[config.mk]
export PLATFORM = sky130hd
export DESIGN_NAME = register_file_mp
export DESIGN_NICKNAME = d
export VERILOG_FILES = /design/src/rtl/register_file_mp.sv
export SDC_FILE = /design/constraint.sdc
export NUM_CORES = 1
export LEC_CHECK = 0
export CORE_UTILIZATION = 55
export CTS_CLUSTER_DIAMETER = 40
export DETAILED_ROUTE_END_ITERATION = 6
export PLACE_DENSITY = 0.86
export RECOVER_POWER = 100
export SETUP_SLACK_MARGIN = 0.02
export SYNTH_ARGS = -nofsm -noshare
export SYNTH_HDL_FRONTEND = slang
export SYNTH_SLANG_ARGS = --single-unit
[constraint.sdc]
create_clock -name Clk -period 3.3 [get_ports Clk]
set_input_delay 0.495 -clock Clk [delete_from_list [all_inputs] [get_ports Clk]]
set_output_delay 0.495 -clock Clk [all_outputs]
set_load 0.01 [all_outputs]
[src/rtl/register_file_mp.sv]
// Multi-port architectural register file: two write ports (B wins on collision), NUM_RD combinational reads.
// Writes land on the rising edge; reads are zero-latency, optionally write-through; no flow control.
module register_file_mp #(
  parameter int DATA_W   = 8,
  parameter int ADDR_W   = 3,
  parameter int NUM_RD   = 2,
  parameter int ZERO_REG = 1,
  parameter int BYPASS   = 0
) (
  input  logic                     Clk,
  input  logic                     Rst,
  input  logic                     WENA,
  input  logic [ADDR_W-1:0]        RWA,
  input  logic [DATA_W-1:0]        busWA,
  input  logic                     WENB,
  input  logic [ADDR_W-1:0]        RWB,
  input  logic [DATA_W-1:0]        busWB,
  input  logic [NUM_RD*ADDR_W-1:0] RR,
  output logic [NUM_RD*DATA_W-1:0] busR
);

  localparam int DEPTH = 2**ADDR_W;

  logic [DATA_W-1:0] r_mem [DEPTH];

  always_ff @(posedge Clk or posedge Rst) begin
    if (Rst) begin
      for (int i = 0; i < DEPTH; i++) begin
        r_mem[i] <= '0;
      end
    end else begin
      for (int i = 0; i < DEPTH; i++) begin
        // Word 0 is never written when it is the hard-wired zero register.
        if (!(ZERO_REG != 0 && i == 0)) begin
          if (WENB && RWB == ADDR_W'(i)) begin
            r_mem[i] <= busWB;
          end else if (WENA && RWA == ADDR_W'(i)) begin
            r_mem[i] <= busWA;
          end
        end
      end
    end
  end

  genvar k;
  generate
    for (k = 0; k < NUM_RD; k++) begin : g_rd
      logic [ADDR_W-1:0] w_addr;
      logic [DATA_W-1:0] w_dat;

      assign w_addr = RR[k*ADDR_W +: ADDR_W];

      always_comb begin
        w_dat = r_mem[w_addr];
        if (BYPASS != 0) begin
          if (WENB && RWB == w_addr) begin
            w_dat = busWB;
          end else if (WENA && RWA == w_addr) begin
            w_dat = busWA;
          end
        end
        // Reset also masks the bypass path so outputs are 0 for any input while Rst is high.
        if ((ZERO_REG != 0 && w_addr == '0) || Rst) begin
          w_dat = '0;
        end
      end

      assign busR[k*DATA_W +: DATA_W] = w_dat;
    end
  endgenerate

endmodule
==> key figures <==
Yosys
  • Flops & latches, synth: 56
  • Leading area contributor after synthesis: dfrtp_1
  • Yosys warnings: 8
  • Post-synth top cells: dfrtp_1, mux2i_1, a21oi_1, nor2_1, nand2_1
  • Top cells by area, synth: dfrtp_1, mux2i_1, mux4_1
  • Primary FF master, synth: dfrtp_1
  • Synth Instances: 353
  • Number of flops mapped to enable cells by yosys: 0
  • Mapped Avg Cell Area: 10.8 sq um
  • Mapped Area: 0.00380 sq mm
  • Syn nets: 385
  • Top cell type's share of synthesized area: 36.9%
  • Post-synthesis sequential area ratio: 36.9%
  • Unique cell type count in the Yosys netlist: 32
  • Post-synth ARST share: 100%

Pwr
  • Switching share of power: 32.0%
  • Gate power share: 31.0%
  • Static Leak: 0.00190 uW
  • NetSw: 636 uW
  • VDD IR max: 0.262 mV
  • Internal Power: 1350 uW
  • Clk network pwr share: 20.2%
  • PD cells: 452 mW/mm^2
  • Sequential Power Share: 48.8%

GRT
  • M2 GR Usage: 45.2%
  • Vias in the first global route: 3004
  • GR Util met1: 40.5%
  • First-pass GRT wire length: 15900 um
  • GRT Total Usage: 29.5%
  • Gr busiest metal: met2
  • Grt met3 use: 7.20%
  • Total congestion overflow: 0
  • Initial antenna violation count: 0
  • Largest net degree at the start of global routing: 48

Routing
  • Final antenna-violating net count: 0
  • Drt pass-1 iters: 5
  • Aggregate routed wire length: 10300 um
  • Initial DRC count: 343
  • Post-DR wirelength/cell: 21.9 um
  • DR vias/cell: 6.76
  • Via Count: 3166
  • Drt drc: 0

Clocking
  • CTS tree: done
  • Deepest clock path buffer count: 2
  • Clock-pin slew on the worst setup and hold paths: 100 ps
  • Worst-skew pair later-pin latency: 310 ps
  • Hold_buf cts: 0
  • CTS sink count: 56
  • Number of post-CTS setup repair buffers: 0
  • Resized cells post-CTS: 0
  • CTS Root Cell: clkbuf_8
  • TritonCTS Buffers: 5
  • CTS H-tree depth: 2

Timing
  • Final Max Tran Viols: 0
  • Fin. Hold Viols: 0
  • Skew final: 0 ps
  • Worst rel slew slack: 21.9%
  • Final Setup Violations: 0
  • Setup TNS Final: 0 ps
  • Worst-Margin Slew: 1170 ps
  • Peak Freq: 0.318 GHz
  • RSZ-0062 raised after global routing: false
  • Final Cycle Share: 95.3%
  • Hold_ws: 512 ps
  • Minimum clock period: 3140 ps

Critical path
  • CP endpoint kind: primary output
  • Worst Path Arrival: 2650 ps
  • Worst Path Required: 2800 ps
  • Worst setup path start: RR[3]
  • R2r worst-path depth: 2
  • Startpoint Class: input port
  • Kind of critical path: input port to primary output
  • R2R setup slack: 2400 ps
  • CP Max Fanout: 20
  • Crit Reg-Reg Startpoint: r_mem[21]$_DFFE_PP0P_

Place
  • Routability Congestion: 0.918
  • Port buffer count: 47
  • Placed Area: 0.00430 sq mm
  • Dpl hpwl: 6940 um

Run status
  • Status: finished, final reports clean

Layout
  • ANT cells: 0
  • NumNets Final: 422
  • Largest register FFs: 56
  • Biggest register: r_mem
  • Core Util, Final: 67.7%
  • Final Instance Area: 0.00439 sq mm
  • Biggest regs: r_mem: 56 flops
  • Ratio of cells with drive above 1 in the final layout: 13.0%
  • Area growth syn-to-layout: 15.6%

Hold path
  • Min-delay worst type: input port to async pin

Floorplan
  • Die H: 85.1 um
  • Chip width: 85.1 um
  • Core Box Area: 0.00649 sq mm
  • I/O pins: 48
  • Die area: 0.00725 sq mm
  • Starting density of the core: 58.5%
  • Row count: 29

Job
  • Max_cap viols: 0
==> power by group through the flow <==
| stage | clock network [uW] | registers, uW | logic (uW) |
|---|---|---|---|
| floorplan | 0 | 927 | 436 |
| global placement | 0 | 958 | 597 |
| detailed placement | 0 | 975 | 619 |
| CTS | 406 | 961 | 621 |
| global route | 428 | 980 | 670 |
| finish | 402 | 968 | 615 |
==> layout by cell type, fill, tap and decap left out <==
| cell type | netlist | final |
|---|---|---|
| a211oi_1 | 1 | 1 |
| a21oi_1 | 32 | 32 |
| a221oi_1 | 9 | 9 |
| a221oi_2 | 6 | 6 |
| and2b_1 | 1 | 1 |
| and3b_1 | 1 | 1 |
| and4bb_1 | 1 | 4 |
| and4bb_2 | 5 | 2 |
| buf_12 | 0 | 4 |
| buf_4 | 3 | 6 |
| clkbuf_2 | 0 | 1 |
| clkbuf_8 | 0 | 6 |
| clkdlybuf4s50_1 | 0 | 32 |
| clkinv_2 | 0 | 2 |
| dfrtp_1 | 56 | 56 |
| dlygate4sd3_1 | 0 | 15 |
| inv_1 | 1 | 1 |
| mux2_1 | 3 | 3 |
| mux2_2 | 9 | 9 |
| mux2_4 | 4 | 4 |
| mux2i_1 | 56 | 56 |
| mux4_1 | 9 | 9 |
| mux4_2 | 7 | 7 |
| nand2_1 | 24 | 24 |
| nand4_1 | 1 | 1 |
| nand4_2 | 1 | 1 |
| nand4b_1 | 6 | 6 |
| nor2_1 | 32 | 32 |
| nor2b_1 | 17 | 17 |
| nor2b_2 | 1 | 1 |
| nor3_1 | 16 | 16 |
| o21ai_0 | 22 | 23 |
| o21ai_1 | 2 | 1 |
| o31ai_2 | 2 | 2 |
==> metal layers <==
layer	wire length, um	up-vias	share of wire, %
met2	4820	204	47
met5	0	-	0
met3	931	33	9.1
met4	329	0	3.2
li1	-	1399	-
met1	4170	1530	41
==> cells by family (layout without fill, tap and decap cells) <==
| kind of cell | Yosys count | in the layout | share of synthesized area [%] |
|---|---|---|---|
| and+or+nand+nor | 106 | 106 | 14.9 |
| muxes | 88 | 88 | 30.2 |
| AOI/OAI and AO/OA | 74 | 74 | 12.7 |
| DFF | 56 | 56 | 36.9 |
| buffers and inverters | 29 | 67 | 5.30 |
==> final timing paths <==
check,endpoint
worst min register to register,r_mem[27]$_DFFE_PP0P_
worst max register to register,r_mem[21]$_DFFE_PP0P_
min in group Clk,r_mem[27]$_DFFE_PP0P_
worst min-delay path,r_mem[46]$_DFFE_PP0P_
worst max-delay path,busR[15]
max in group asynchronous,r_mem[40]$_DFFE_PP0P_
==> metrics by stage <==
stage | power (uW) | setup slack (ps) | instances
floorplan | 1360 | 346 | 353
global placement | 1550 | 294 | 460
detailed placement | 1590 | 302 | 460
CTS | 1990 | 291 | 468
global route | 2080 | 116 | 468
finish | 1980 | 157 | 468
==> worst max-delay path, stage by stage <==
cell	delay, ps
clkdlybuf4s50_1	510
buf_12	180
mux4_1	590
nor2b_1	160
nor3_1	70
dlygate4sd3_1	640
==> area by class of cell <==
type / count / area [sq um]
Clock buffer: 6 / 82.6
Clock inverter: 2 / 10.0
Fill cell: 516 / 2100
Inverter: 1 / 3.75
Multi-Input combinational cell: 268 / 2200
Sequential cell: 56 / 1400
Tap cell: 77 / 96.3
Timing Repair Buffer: 58 / 601
No activity file was read; power rests on OpenSTA's default activity.
